### src/rtl/key_debounce_array.sv
// -----------------------------------------------------------------------------
// key_debounce_array
//   Multi-key front end between board pins and control FSMs. Each raw pin is
//   passed through a 2-FF synchroniser, normalised so that 1 = pressed, and
//   debounced by its own small FSM driven by a shared 1 ms tick. Each key
//   produces registered, single-cycle press / release / long-press /
//   auto-repeat pulses. The index of the lowest-numbered key pressed in a
//   cycle is also reported as an encoded key code.
//
// Ports
//   sys_clk       in   1          system clock
//   sys_rst       in   1          asynchronous, active-high reset
//   key_in        in   NUM_KEYS   raw key pins (asynchronous)
//   key_state     out  NUM_KEYS   debounced level, 1 = pressed
//   key_press     out  NUM_KEYS   1-cycle pulse on confirmed press
//   key_release   out  NUM_KEYS   1-cycle pulse on confirmed release
//   key_long      out  NUM_KEYS   1-cycle pulse when the hold reaches LONG_MS
//   key_repeat    out  NUM_KEYS   1-cycle pulse every REPEAT_MS while long-held
//   key_code      out  4          lowest key index with key_press this cycle
//   key_code_vld  out  1          high when any key_press bit is set
// -----------------------------------------------------------------------------
module key_debounce_array #(
  parameter int NUM_KEYS    = 4,
  parameter int CLK_FREQ    = 50_000_000,
  parameter int ACTIVE_LOW  = 1,
  parameter int DEBOUNCE_MS = 20,
  parameter int LONG_MS     = 1000,
  parameter int REPEAT_MS   = 200
) (
  input  logic                sys_clk,
  input  logic                sys_rst,
  input  logic [NUM_KEYS-1:0] key_in,
  output logic [NUM_KEYS-1:0] key_state,
  output logic [NUM_KEYS-1:0] key_press,
  output logic [NUM_KEYS-1:0] key_release,
  output logic [NUM_KEYS-1:0] key_long,
  output logic [NUM_KEYS-1:0] key_repeat,
  output logic [3:0]          key_code,
  output logic                key_code_vld
);

  localparam int TICK_DIV = (CLK_FREQ / 1000 > 0) ? CLK_FREQ / 1000 : 1;
  localparam int TW       = (TICK_DIV > 1) ? $clog2(TICK_DIV) : 1;

  localparam int MAX_DL   = (DEBOUNCE_MS > LONG_MS) ? DEBOUNCE_MS : LONG_MS;
  localparam int MAX_MS   = (MAX_DL > REPEAT_MS) ? MAX_DL : REPEAT_MS;
  localparam int CW       = $clog2(MAX_MS + 1);

  localparam logic [TW-1:0] TICK_LAST   = TW'(TICK_DIV - 1);
  localparam logic [CW-1:0] DEB_LAST    = CW'(DEBOUNCE_MS - 1);
  localparam logic [CW-1:0] LONG_LAST   = CW'(LONG_MS - 1);
  localparam logic [CW-1:0] REPEAT_LAST = CW'(REPEAT_MS - 1);
  localparam logic [CW-1:0] CNT_ONE     = CW'(1);

  // Synchronisers come out of reset at the released pin level so that a
  // reset never looks like a key edge.
  localparam logic [NUM_KEYS-1:0] RELEASED_LVL =
    (ACTIVE_LOW != 0) ? {NUM_KEYS{1'b1}} : {NUM_KEYS{1'b0}};

  typedef enum logic [2:0] {
    S_IDLE,
    S_DEB_P,
    S_PRESSED,
    S_LONG,
    S_DEB_R
  } state_t;

  // ---------------------------------------------------------------------------
  // Shared 1 ms tick
  // ---------------------------------------------------------------------------
  logic [TW-1:0] r_tick_cnt;
  logic          w_tick;

  assign w_tick = (r_tick_cnt == TICK_LAST);

  // NOTE: state registers use non-blocking assignments so every flop samples
  // the pre-edge values regardless of block ordering.
  always_ff @(posedge sys_clk or posedge sys_rst) begin
    if (sys_rst) begin
      r_tick_cnt <= '0;
    end else if (w_tick) begin
      r_tick_cnt <= '0;
    end else begin
      r_tick_cnt <= r_tick_cnt + TW'(1);
    end
  end

  // ---------------------------------------------------------------------------
  // Synchroniser and polarity normalisation
  // ---------------------------------------------------------------------------
  logic [NUM_KEYS-1:0] r_sync1;
  logic [NUM_KEYS-1:0] r_sync2;
  logic [NUM_KEYS-1:0] w_raw_p;

  always_ff @(posedge sys_clk or posedge sys_rst) begin
    if (sys_rst) begin
      r_sync1 <= RELEASED_LVL;
      r_sync2 <= RELEASED_LVL;
    end else begin
      r_sync1 <= key_in;
      r_sync2 <= r_sync1;
    end
  end

  assign w_raw_p = (ACTIVE_LOW != 0) ? ~r_sync2 : r_sync2;

  // ---------------------------------------------------------------------------
  // Per-key FSM
  // ---------------------------------------------------------------------------
  state_t              r_state    [NUM_KEYS];
  state_t              w_state_nx [NUM_KEYS];
  logic [CW-1:0]       r_cnt      [NUM_KEYS];  // hold / repeat counter
  logic [CW-1:0]       w_cnt_nx   [NUM_KEYS];
  logic [CW-1:0]       r_dcnt     [NUM_KEYS];  // release debounce counter
  logic [CW-1:0]       w_dcnt_nx  [NUM_KEYS];
  logic [NUM_KEYS-1:0] r_was_long;
  logic [NUM_KEYS-1:0] w_was_long_nx;
  logic [NUM_KEYS-1:0] w_press_nx;
  logic [NUM_KEYS-1:0] w_release_nx;
  logic [NUM_KEYS-1:0] w_long_nx;
  logic [NUM_KEYS-1:0] w_repeat_nx;
  logic [NUM_KEYS-1:0] w_level_nx;
  logic [3:0]          w_code_nx;
  logic                w_vld_nx;

  always_comb begin
    // NOTE: every combinational output gets a default before any branch so
    // that no path leaves it unassigned, which would infer a latch.
    w_was_long_nx = r_was_long;
    w_press_nx    = '0;
    w_release_nx  = '0;
    w_long_nx     = '0;
    w_repeat_nx   = '0;
    w_level_nx    = '0;
    for (int k = 0; k < NUM_KEYS; k++) begin
      w_state_nx[k] = r_state[k];
      w_cnt_nx[k]   = r_cnt[k];
      w_dcnt_nx[k]  = r_dcnt[k];

      // A pin transition takes priority over a coincident tick; that tick is
      // not counted.
      unique case (r_state[k])
        S_IDLE: begin
          if (w_raw_p[k]) begin
            w_state_nx[k] = S_DEB_P;
            w_cnt_nx[k]   = '0;
          end
        end

        S_DEB_P: begin
          if (!w_raw_p[k]) begin
            w_state_nx[k] = S_IDLE;
          end else if (w_tick) begin
            if (r_cnt[k] == DEB_LAST) begin
              w_state_nx[k] = S_PRESSED;
              w_press_nx[k] = 1'b1;
              w_cnt_nx[k]   = '0;
            end else begin
              w_cnt_nx[k] = r_cnt[k] + CNT_ONE;
            end
          end
        end

        S_PRESSED: begin
          if (!w_raw_p[k]) begin
            w_state_nx[k]    = S_DEB_R;
            w_was_long_nx[k] = 1'b0;
            w_dcnt_nx[k]     = '0;
          end else if (w_tick && (LONG_MS != 0)) begin
            if (r_cnt[k] == LONG_LAST) begin
              w_state_nx[k] = S_LONG;
              w_long_nx[k]  = 1'b1;
              w_cnt_nx[k]   = '0;
            end else begin
              w_cnt_nx[k] = r_cnt[k] + CNT_ONE;
            end
          end
        end

        S_LONG: begin
          if (!w_raw_p[k]) begin
            w_state_nx[k]    = S_DEB_R;
            w_was_long_nx[k] = 1'b1;
            w_dcnt_nx[k]     = '0;
          end else if (w_tick && (REPEAT_MS != 0)) begin
            if (r_cnt[k] == REPEAT_LAST) begin
              w_repeat_nx[k] = 1'b1;
              w_cnt_nx[k]    = '0;
            end else begin
              w_cnt_nx[k] = r_cnt[k] + CNT_ONE;
            end
          end
        end

        S_DEB_R: begin
          // r_cnt is left untouched here so a bounce during release resumes
          // the hold/repeat timing where it stopped.
          if (w_raw_p[k]) begin
            w_state_nx[k] = r_was_long[k] ? S_LONG : S_PRESSED;
          end else if (w_tick) begin
            if (r_dcnt[k] == DEB_LAST) begin
              w_state_nx[k]   = S_IDLE;
              w_release_nx[k] = 1'b1;
            end else begin
              w_dcnt_nx[k] = r_dcnt[k] + CNT_ONE;
            end
          end
        end

        default: begin
          w_state_nx[k] = S_IDLE;
        end
      endcase

      w_level_nx[k] = (w_state_nx[k] == S_PRESSED) ||
                      (w_state_nx[k] == S_LONG)    ||
                      (w_state_nx[k] == S_DEB_R);
    end
  end

  // Lowest-numbered pressed key wins; scanning downward lets the last match
  // be the lowest index.
  always_comb begin
    w_code_nx = '0;
    for (int k = NUM_KEYS - 1; k >= 0; k--) begin
      if (w_press_nx[k]) begin
        w_code_nx = 4'(k);
      end
    end
    w_vld_nx = |w_press_nx;
  end

  // NOTE: the per-key arrays are tiny control state, so they are reset
  // explicitly; every key must come out of reset in IDLE with clean counters.
  always_ff @(posedge sys_clk or posedge sys_rst) begin
    if (sys_rst) begin
      for (int k = 0; k < NUM_KEYS; k++) begin
        r_state[k] <= S_IDLE;
        r_cnt[k]   <= '0;
        r_dcnt[k]  <= '0;
      end
      r_was_long <= '0;
    end else begin
      for (int k = 0; k < NUM_KEYS; k++) begin
        r_state[k] <= w_state_nx[k];
        r_cnt[k]   <= w_cnt_nx[k];
        r_dcnt[k]  <= w_dcnt_nx[k];
      end
      r_was_long <= w_was_long_nx;
    end
  end

  // ---------------------------------------------------------------------------
  // Registered outputs: level and event pulses change on the same edge
  // ---------------------------------------------------------------------------
  logic [NUM_KEYS-1:0] r_key_state;
  logic [NUM_KEYS-1:0] r_key_press;
  logic [NUM_KEYS-1:0] r_key_release;
  logic [NUM_KEYS-1:0] r_key_long;
  logic [NUM_KEYS-1:0] r_key_repeat;
  logic [3:0]          r_key_code;
  logic                r_key_code_vld;

  always_ff @(posedge sys_clk or posedge sys_rst) begin
    if (sys_rst) begin
      r_key_state    <= '0;
      r_key_press    <= '0;
      r_key_release  <= '0;
      r_key_long     <= '0;
      r_key_repeat   <= '0;
      r_key_code     <= '0;
      r_key_code_vld <= 1'b0;
    end else begin
      r_key_state    <= w_level_nx;
      r_key_press    <= w_press_nx;
      r_key_release  <= w_release_nx;
      r_key_long     <= w_long_nx;
      r_key_repeat   <= w_repeat_nx;
      r_key_code     <= w_code_nx;
      r_key_code_vld <= w_vld_nx;
    end
  end

  assign key_state    = r_key_state;
  assign key_press    = r_key_press;
  assign key_release  = r_key_release;
  assign key_long     = r_key_long;
  assign key_repeat   = r_key_repeat;
  assign key_code     = r_key_code;
  assign key_code_vld = r_key_code_vld;

endmodule

### config.mk
export PLATFORM = sky130hd
export DESIGN_NAME = key_debounce_array
export DESIGN_NICKNAME = d
export VERILOG_FILES = /design/src/rtl/key_debounce_array.sv
export SDC_FILE = /design/constraint.sdc
export NUM_CORES = 1
export LEC_CHECK = 0
export ABC_AREA = 1
export ABC_CLOCK_PERIOD_IN_PS = 13130
export CAP_MARGIN = 25
export CORE_MARGIN = 1.5
export CORE_UTILIZATION = 67
export DETAILED_ROUTE_END_ITERATION = 7
export GPL_ROUTABILITY_DRIVEN = 0
export PLACE_DENSITY = 0.86
export SETUP_SLACK_MARGIN = 0.02
export SLEW_MARGIN = 30
export SYNTH_ARGS = -nofsm -noshare
export SYNTH_HDL_FRONTEND = slang
export SYNTH_SLANG_ARGS = --single-unit
### constraint.sdc
create_clock -name sys_clk -period 13.13 [get_ports sys_clk]
set_clock_uncertainty 0.15 [all_clocks]
set_input_delay 1.9695 -clock sys_clk [delete_from_list [all_inputs] [get_ports sys_clk]]
set_output_delay 1.9695 -clock sys_clk [all_outputs]
set_load 0.01 [all_outputs]
==> summary.md, run 1 <==
| Metric | Value |
|---|---|
| Die X-Extent | `117.9 um` |
| Post-layout net count | `between 1000 and 1500` |
| Slew @ Worst Pin | `0.7908 ns` |
| Metal3 WL | `1.153 mm` |
| Sequential share of the synthesized area | `0.4059` |
| Power per Cell Area | `105.0 nW/um^2` |
| Crit-path max FO | `1` |
| Routed Antenna Nets | `0` |
| Flops & latches, synth | `143` |
| Achievable Freq | `0.2893 GHz` |
| Core area | `~13000 um^2` |
| Via Count | `8306` |
| Hpwl dp | `13.36 mm` |
| CTS resizes | `0` |
| Reg2Reg Setup Slack | `10.63 ns` |
| Register area | `3588 um^2` |
| Req. time, crit path | `11.01 ns` |
| DR WL/cell | `13.26 um` |
| Top Layer Used | `met4` |
| Ys flop type | `dfrtp_1` |
| Global Route Usage Sum | `0.2940` |
| Die Y | `117.9 um` |
| Final wirelength | `19.55 mm` |
| Status | `complete, no violations` |
| Mapped Cells | `roughly 1300` |
| Initial antenna violation count | `0` |
| Syn Std Cell Area | `8841 um^2` |
| Final Hold Viols | `0` |
| Crit start category | `flip-flop` |
| R2R Path End | `r_dcnt[11]` |
| Worst setup EP type | `output pin` |
| Multi-input logic area | `4479 um^2` |
| Drt via density | `between 5 and 6` |
| YS warnings | `0` |
| PortBufs | `28` |
| Row count | `41` |
| R2R cell count | `8` |
| Sum Neg Setup Slack | `0 ns` |
| Total die area | `13890 um^2` |
| Drt pass-1 iters | `6` |
| Final min period | `3.456 ns` |
| Clock-pin slew on the worst setup and hold paths | `0.06 ns` |
| H-tree Lvls | `4` |
| Crit-path slowest cell | `clkdlybuf4s50_1` |
| CP Launch Point | `key_long[2]` |
| Worst Hold Depth | `0` |
| Most frequent cells in the layout | `nand2_1, nor2_1, inv_1, nand3_1, dfrtp_1` |
| Bufs on Longest Clock Path | `2` |
| Clk_lat worst skew | `0.43 ns` |
| CP Buf/Inv Count | `1` |
| Post-synth top area share | `0.3821` |
| DRT iter0 DRCs | `936` |
| First-pass GRT wire length | `33.71 mm` |
| Slew headroom | `0.4715` |
| RR Startpoint | `r_tick_cnt[0]` |
| Share of cells above drive strength 1 | `0.07296` |
| Async S/R FF share, synth | `1.000` |
| Critical Path Max Stage Delay | `around 0.54 ns` |
| Max_cap viols | `0` |
| GRT Residual Overflow | `0` |
| Final Slew Violations | `0` |
| Static leakage | `4.904 nW` |
| TritonCTS clock tree | `built` |
| Yosys cell types | `46` |
| Period utilization | `0.2632` |
| RSZ-0062 raised after global routing | `no` |
| Critical Path AT | `1.34 ns` |
| Hold Path Origin | `r_sync1[3]` |
| Initial Util | `0.6949` |
| Max VDD drop | `0.1670 mV` |
| Crit Path Class | `reg2out` |
| Largest area contributor in the netlist | `dfrtp_1` |
| Commonest non-fill, non-tap cell in the layout | `nand2_1` |
| EDFF count, synth | `0` |
| Ranking of synthesized cells by area | `dfrtp_1, nand2_1, nand3_1, nor2_1, inv_1` |
| CTS sink cnt | `143` |
| I/O pins | `31` |
| Cell family with most CP delay | `buffers and inverters` |
| CTS Hold Bufs | `0` |
| Number of global-route vias before repair | `7554` |
| Hold WC Path Type | `reg2reg` |
| Worst hold path endpoint | `r_sync2[3]` |
| Final setup vio count | `0` |
| Util after Layout | `0.7743` |
| Largest net degree at the start of global routing | `73` |
| Worst-path cell chain | `clkdlybuf4s50_1` |
| Total power | `1.035 mW` |
| Post-CTS Setup Repair Bufs | `0` |
| Number of CTS-inserted buffers | `17` |
| Drt drc | `0` |
| Met2 wire len | `about 9.4 mm` |
| FILL cells | `976` |
| Met1 wire length | `about 8.5 mm` |
| Number of diodes | `0` |
| Clock Root Buffer | `clkbuf_16` |
| Syn Area/Cell | `between 7 and 8 um^2` |
| Area Growth Syn to Fin | `11.42%` |
[kinds of logic (layout without fill, tap and decap cells)]
logic type,count (synthesis),after routing,synth area share
XOR/XNOR,25,25,0.02477
AO/OA/AOI/OAI,80,80,0.05576
other,1,2,0.0004242
AND/OR/NAND/NOR,812,812,0.4125
flip-flops,143,143,0.4059
adder cells (fa/ha/maj),9,9,0.01274
buffers and inverters,188,231,0.08788
[sequential cells by signal (all words and copies together) (netlist names)]
register and flops:
key_state 4, key_code_vld 1, key_release 4, key_repeat 4, key_code 2, r_sync2 4
r_tick_cnt 16, key_press 4, r_state 12, r_was_long 4, r_cnt 40, r_sync1 4
r_dcnt 40, key_long 4
[cells in the mapped netlist, types with 3 or more instances]
| library cell | count |
|---|---|
| nand2_1 | 351 |
| nor2_1 | 172 |
| inv_1 | 164 |
| nand3_1 | 140 |
| dfrtp_1 | 135 |
| nor3_1 | 50 |
| nand4_1 | 46 |
| o21ai_0 | 40 |
| xor2_1 | 23 |
| a21oi_1 | 17 |
| nand2_2 | 15 |
| o21ai_2 | 12 |
| ha_1 | 9 |
| dfstp_2 | 8 |
| nor4_1 | 8 |
| buf_6 | 7 |
| nand2_4 | 7 |
| nand3b_1 | 7 |
| buf_2 | 4 |
| clkbuf_1 | 4 |
| nor2_2 | 4 |
| nor2_4 | 4 |
| inv_2 | 3 |
[final cells by class]
cell class                 instances  share of cell area
clock buffer                      23             0.04750
sequential                       143              0.3643
clock inverter                     9             0.01613
inverter                         170             0.06592
multi-input combinational        928              0.4547
timing repair buffer              29             0.02959
tap                              172             0.02185
[metal layers]
layer	GRT usage	vias to the layer above
met5	0	-
met4	0.1174	0
met3	0.05523	54
met2	0.4748	294
met1	0.3939	3845
li1	-	4113
[report_power, final]
group          total (mW)  switching [mW]  internal, mW  leakage, nW
clock network       0.512           0.183         0.328        0.302
logic              0.0599          0.0430        0.0169         2.66
registers           0.463          0.0113         0.452         1.94
[how the worst max path moves through the flow]
stage | endpoint | slack (ns) | depth (start not counted)
after global routing | r_cnt[17] | 9.64 | 3
final | key_long[2] | 9.67 | 1
after global placement | r_cnt[16] | 9.12 | 3
after detailed placement | r_cnt[16] | 9.12 | 3
after CTS | r_cnt[17] | 9.56 | 3
after floorplan | key_code[0] | 7.19 | 1
[metrics by stage]
stage          cells  worst slack, ns  instance area [um^2]  hold slack [ns]
4_1_cts         1474            9.557                  9847           0.2075
2_1_floorplan   1259            7.186                  8845           0.1952
6_report        1474            9.674                  9851           0.2068
3_3_place_gp    1442            9.122                  9220           0.1962
3_5_place_dp    1442            9.121                  9220           0.1997
5_1_grt         1474            9.636                  9851           0.2056
Note: power is estimated with default switching activity, not from simulation.
==> run 2, diff against run 1 <==
Settings changed: ABC_CLOCK_PERIOD_IN_PS 13130 to 3500, CORE_UTILIZATION 67 to 62, PLACE_DENSITY 0.86 to 0.81.
Clock period 13.13 ns to 3.5 ns, I/O delays scaled along.
==> run 2 against run 1 <==
Against the previous run:
- clock power grew to 3.5 times the previous value
- sequential share of layout area about the same
- register-to-register slack got worse by 9.5 ns
- non-clock buffer count rose by 1
- worst setup slack worse by 8.6 ns
- cell count grew 0.61%
- die area rose by 7.9%
- first-iteration DRC count is 27% lower
- clock-buffer cell count decreased by 4
- wire length shrank 1.2%
- utilization decreased by 6.5 points
- largest power group unchanged
==> summary.md, run 2 (synthesis results as in run 1) <==
| Metric | Value |
|---|---|
| Initial antenna violation count | `0 (unchanged)` |
| Crit-path slowest cell | `nand2_1` |
| Clock-pin slew on the worst setup and hold paths | `0.06 ns (about the same)` |
| Met3 Track Usage GR | `0.05994 (+0.004712)` |
| Setup WS pre-CTS | `1.148 ns (-7.973 ns)` |
| Critical Path Max Stage Delay | `0.48 ns (-0.06 ns)` |
| Most used cell along the critical path | `nand2_1` |
| Final wirelength | `19.31 mm (-1.2%)` |
| Number of CTS-inserted buffers | `17 (unchanged)` |
| Share of cells above drive strength 1 | `0.07675 (+0.003781)` |
| Drt drc | `0 (unchanged)` |
| Cell family with most CP delay | `simple AND/OR/NAND/NOR gates` |
| Commonest non-fill, non-tap cell in the layout | `nand2_1` |
| DRT iter0 DRCs | `682 (-27%)` |
| Sequential share of power | `0.461 (+0.014)` |
| Critical Path AT | `2.53 ns (+1.19 ns)` |
| TritonCTS clock tree | `built` |
| CP Buf/Inv Count | `0 (-1)` |
| Slew @ Worst Pin | `0.8099 ns (+0.01910 ns)` |
| Sum Neg Setup Slack | `0 ns (unchanged)` |
| Final min period | `roughly 2.4 ns` |
| Power per Cell Area | `382.4 nW/um^2 (+260%)` |
| Clock Root Buffer | `clkbuf_16` |
| CTS Hold Bufs | `0 (unchanged)` |
| Worst-path cell chain | `ha_1 -> nand3_1 -> nor2_2 -> nand2_4 -> o21ai_1 -> nand2_1 -> nand2_1 -> o21ai_2` |
| PortBufs | `28 (unchanged)` |
| Period utilization | `0.6855` |
| Via Count | `8108 (-2.4%)` |
| First-pass GRT wire length | `33.10 mm (-1.8%)` |
| Slew headroom | `0.4588 (-0.01276)` |
| CTS sink cnt | `143 (unchanged)` |
| Static leakage | `4.896 nW (-0.16%)` |
| Area Growth Syn to Fin | `11.44% (about the same)` |
| Hold WC Path Type | `reg2reg` |
| Post-CTS Setup Repair Bufs | `0 (unchanged)` |
| Row count | `43 (+4.9%)` |
| Hpwl dp | `13.66 mm (+2.3%)` |
| Die Y | `122.4 um (+3.9%)` |
| H-tree Lvls | `4 (unchanged)` |
| Met1 usage | `0.3770 (-0.01697)` |
| GRT Residual Overflow | `0 (unchanged)` |
| Status | `complete, no violations` |
| Max_cap viols | `0 (unchanged)` |
| Max VDD drop | `0.4814 mV (+190%)` |
| Most frequent cells in the layout | `nand2_1, nor2_1, inv_1, nand3_1, dfrtp_1` |
| DR WL/cell | `13.02 um (-1.8%)` |
| Comb power frac | `0.062 (+0.004)` |
| Final Slew Violations | `0 (unchanged)` |
| Crit-path max FO | `20 (+19)` |
| Req. time, crit path | `3.63 ns (-7.38 ns)` |
| Clk_lat worst skew | `0.43 ns (about the same)` |
| Clk pwr share | `0.477 (-0.018)` |
| PnR worst setup slack | `1.101 ns (-8.573 ns)` |
| Global Route Usage Sum | `0.2758 (-0.01826)` |
| Sw power | `920.4 uW (+290%)` |
| Post-layout net count | `1305 (+0.077%)` |
| Final Hold Viols | `0 (unchanged)` |
| Gr busiest metal | `met2` |
| RSZ-0062 raised after global routing | `no` |
| Largest net degree at the start of global routing | `94 (+29%)` |
| Drt pass-1 iters | `7 (+1)` |
| Number of global-route vias before repair | `7259 (-3.9%)` |
| Die X-Extent | `122.4 um (+3.9%)` |
| Initial Util | `0.6369 (-0.05800)` |
| Worst setup EP type | `flip-flop` |
| Routed Antenna Nets | `0 (unchanged)` |
| Final setup vio count | `0 (unchanged)` |
| Crit Path Class | `reg2reg` |
| I/O pins | `31 (unchanged)` |
| Number of diodes | `0 (unchanged)` |
| Crit start category | `flip-flop` |
| Drt via density | `5.467 (-3.0%)` |
| Internal | `2.847 mW (+260%)` |
| Sw frac | `0.2443 (+0.01450)` |
| CTS resizes | `0 (unchanged)` |
| Bufs on Longest Clock Path | `2 (unchanged)` |
| Achievable Freq | `0.4168 GHz` |
| Met2 track demand over resource | `0.4375 (-0.03728)` |
| Top flop regs | `r_cnt x40, r_dcnt x40, r_tick_cnt x16` |
| Total die area | `14990 um^2 (+7.9%)` |
| Reg2Reg Setup Slack | `1.10 ns (-9.53 ns)` |
| Core area | `13880 um^2 (+9.1%)` |
==> run 2: cell count changes in the layout (fill, tap and decap cells not counted), sizes merged <==
| cell | before | now |
|---|---|---|
| buf | 1 | 2 |
| bufinv | 4 | 2 |
| clkbuf | 23 | 19 |
| clkinv | 7 | 9 |
| clkinvlp | 1 | 4 |
| inv | 167 | 168 |
==> run 2: worst register-to-register path, stage by stage (launching register included) <==
cell and delay (ns):
dfrtp_1 0.37, ha_1 0.21, nand3_1 0.15, nor2_2 0.27, nand2_4 0.17, o21ai_1 0.15, nand2_1 0.48, nand2_1 0.25
o21ai_2 0.07
==> run 2: final timing paths <==
path,cells after the start,start,endpoint
setup / recovery,8,r_tick_cnt[0],r_dcnt[18]
max in group asynchronous,3,sys_rst,r_sync1[3]
hold / removal,0,r_sync1[3],r_sync2[3]
hold reg to reg,0,r_sync1[3],r_sync2[3]
setup reg to reg,8,r_tick_cnt[0],r_dcnt[18]
min in group asynchronous,3,sys_rst,key_release[0]
==> run 2: layer usage <==
metal | up-vias | wire, um
met1 | 3730 | 8603
li1 | 4105 | -
met2 | 243 | 9212
met4 | 0 | 382
met3 | 30 | 1114
met5 | - | 0
==> run 2: final cells by class <==
class                      count  area (um^2)
clock buffer                  19        452.9
clock inverter                13        137.6
fill                        1125         4029
inverter                     170        648.1
multi-input combinational    928         4479
sequential                   143         3588
tap                          180        225.2
timing repair buffer          30        320.3
==> run 2: through the flow <==
stage | total power, mW | util | std cells | hold WS (ns) | instance area (um^2)
final | 3.767 | 0.7098 | 1483 | 0.2041 | 9852
after global routing | 3.919 | 0.7098 | 1483 | 0.2090 | 9852
after CTS | 3.801 | 0.7098 | 1483 | 0.2056 | 9852
after detailed placement | 1.999 | 0.6672 | 1451 | 0.1968 | 9261
after global placement | 1.993 | 0.6672 | 1451 | 0.1956 | 9261
after floorplan | 1.939 | - | 1259 | 0.1952 | 8848
==> run 2: power groups by stage <==
| stage | clock network, mW | logic [mW] | registers [mW] |
|---|---|---|---|
| global placement | 0 | 0.229 | 1.76 |
| detailed placement | 0 | 0.234 | 1.77 |
| floorplan | 0 | 0.186 | 1.75 |
| finish | 1.80 | 0.233 | 1.74 |
| global route | 1.91 | 0.269 | 1.74 |
| CTS | 1.83 | 0.235 | 1.74 |
==> run 3, diff against run 2 <==
Settings changed: ABC_CLOCK_PERIOD_IN_PS 3500 to 2100, CORE_UTILIZATION 62 to 56, PLACE_DENSITY 0.81 to 0.77.
Clock period 3.5 ns to 2.1 ns, I/O delays scaled along.
==> run 3 against run 2 <==
Against the previous run:
- final area grew 3.1%
- sequential power grew 67%
- highest routed layer unchanged
- sequential share of layout area shrank 1.1 points
==> summary.md, run 3 (synthesis results as in run 1) <==
| Metric | Value |
|---|---|
| Status | `complete, no violations` |
| Crit Path Class | `reg2reg` |
| Worst setup EP type | `flip-flop` |
| Power per Cell Area | `612.2 nW/um^2 (+60%)` |
| Most frequent cells in the layout | `nand2_1, nor2_1, inv_1, nand3_1, dfrtp_1` |
| Area Growth Syn to Fin | `14.86%` |
| Final Slew Violations | `0 (unchanged)` |
| Hold WC Path Type | `in2reg` |
| Slew @ Worst Pin | `0.5249 ns (-0.2850 ns)` |
| Static leakage | `5.055 nW (+3.2%)` |
| Hpwl dp | `14.37 mm (+5.2%)` |
| Routed Antenna Nets | `0 (unchanged)` |
| Final min period | `1.983 ns (-0.4162 ns)` |
| Area post-placement | `9463 um^2 (+2.2%)` |
| Die X-Extent | `128.7 um (+5.1%)` |
| Final wirelength | `20.30 mm (+5.1%)` |
| First-pass GRT wire length | `34.23 mm (+3.4%)` |
| RSZ-0062 raised after global routing | `no` |
| Largest net degree at the start of global routing | `63 (-33%)` |
| RR Startpoint | `r_tick_cnt[13]` |
| Number of CTS-inserted buffers | `17 (unchanged)` |
| GRT Residual Overflow | `0 (unchanged)` |
| PortBufs | `28 (unchanged)` |
| Core area | `15310 um^2 (+10%)` |
| Share of cells above drive strength 1 | `0.09842 (+0.02168)` |
| Total die area | `16550 um^2 (+10%)` |
| Max VDD drop | `0.6198 mV (+29%)` |
| Sum Neg Setup Slack | `0 ns (unchanged)` |
| Drt via density | `5.336 (-2.4%)` |
| Top flop regs | `r_cnt x40, r_dcnt x40, r_tick_cnt x16` |
| H-tree Lvls | `4 (unchanged)` |
| Final setup vio count | `0 (unchanged)` |
| Clk_lat worst skew | `0.43 ns (about the same)` |
| TritonCTS clock tree | `built` |
| Final instance area | `10150 um^2 (+3.1%)` |
| CTS Hold Bufs | `0 (unchanged)` |
| Slew headroom | `0.6473 (+0.1886)` |
| FILL cells | `1312 (+17%)` |
| Row count | `45 (+4.7%)` |
| Req. time, crit path | `2.25 ns (-1.38 ns)` |
| Number of global-route vias before repair | `7555 (+4.1%)` |
| DRT iter0 DRCs | `588 (-14%)` |
| Period utilization | `0.9444 (+0.2589)` |
| Bufs on Longest Clock Path | `2 (unchanged)` |
| Max_cap viols | `0 (unchanged)` |
| Drt drc | `0 (unchanged)` |
| CTS sink cnt | `143 (unchanged)` |
| I/O pins | `31 (unchanged)` |
| Crit-path max FO | `8 (-60%)` |
| Commonest non-fill, non-tap cell in the layout | `nand2_1` |
| Critical Path AT | `2.13 ns (-0.40 ns)` |
| Global Route Usage Sum | `0.2561 (-0.01966)` |
| Hold Path Origin | `key_in[3]` |
| Clock-pin slew on the worst setup and hold paths | `0.06 ns (about the same)` |
| Achievable Freq | `0.5042 GHz (+21%)` |
| Number of diodes | `0 (unchanged)` |
| Crit start category | `flip-flop` |
| Via Count | `8228 (+1.5%)` |
| Die Y | `128.7 um (+5.1%)` |
| CP Launch Point | `r_tick_cnt[13]` |
| Drt pass-1 iters | `5 (-2)` |
| Initial Util | `0.5773 (-0.05963)` |
| Clock Root Buffer | `clkbuf_16` |
| Final Hold Viols | `0 (unchanged)` |
| Post-layout net count | `1333 (+2.1%)` |
| Initial antenna violation count | `0 (unchanged)` |
| DR WL/cell | `13.17 um (+1.1%)` |
-- run 3: changes by cell type in the layout (fill, tap and decap cells not counted), sizes merged --
cell,before,now
buf,2,28
nor2,182,183
clkinv,9,7
nand2,373,374
clkinvlp,4,2
inv,168,166
clkbuf,19,25
-- run 3: critical path: stages, from the launching register on --
cell and delay [ns]:
dfrtp_1 0.44, inv_1 0.08, nand2_1 0.05, nor2_1 0.24, nand2_4 0.13, nor2_8 0.19
buf_4 0.17, nand3_4 0.15, nand2_4 0.16, o21ai_0 0.09
-- run 3: power by group --
| group | internal, mW | switching, mW |
|---|---|---|
| sequential | 2.82 | 0.0736 |
| clock | 1.80 | 1.10 |
| combinational | 0.128 | 0.289 |
| total | 4.75 | 1.46 |
-- run 3: routing by layer --
| layer | global-route usage | wire [um] |
|---|---|---|
| met1 | 0.3396 | 9112 |
| met5 | 0 | 0 |
| met2 | 0.4212 | 9734 |
| met4 | 0.08130 | 415 |
| met3 | 0.05489 | 1042 |
-- run 3: final cells by class --
type	instances	area, um^2	share of cell area
well taps	211	264.0	0.02600
flip-flops and latches	143	3590	0.3535
repair buffers	56	528.0	0.05200
inverters	170	648.1	0.06382
clock buffers	25	475.5	0.04682
multi-input cells	930	4562	0.4492
clock inverters	7	87.58	0.008625
-- run 3: repair_timing --
| action | CTS | global route |
|---|---|---|
| setup buffers | 0 | 6 |
| gates resized for setup | 0 | 15 |
| endpoints found under the setup margin | 0 | 64 |
-- run 3: path summary, 6_finish.rpt --
path | end | slack (ns) | cells past startpoint
max | r_dcnt[36] | 0.12 | 9
min | r_sync1[3] | 0.14 | 1
max reg2reg | r_dcnt[36] | 0.12 | 9
min reg2reg | r_sync2[1] | 0.20 | 0
min in group asynchronous | r_cnt[21] | 0.23 | 3
max in group asynchronous | r_sync1[2] | 1.23 | 3
-- run 3: through the flow --
stage	instances	hold WS [ns]	worst slack (ns)	power (mW)	util
floorplan	1259	0.1695	-0.1495	3.231	-
global placement	1502	0.1957	0.1236	3.338	0.6179
detailed placement	1502	0.1968	0.06597	3.354	0.6179
CTS	1534	0.1265	0.03975	6.267	0.6547
global route	1542	0.1323	0.01728	6.467	0.6631
finish	1542	0.1401	0.1168	6.217	0.6631
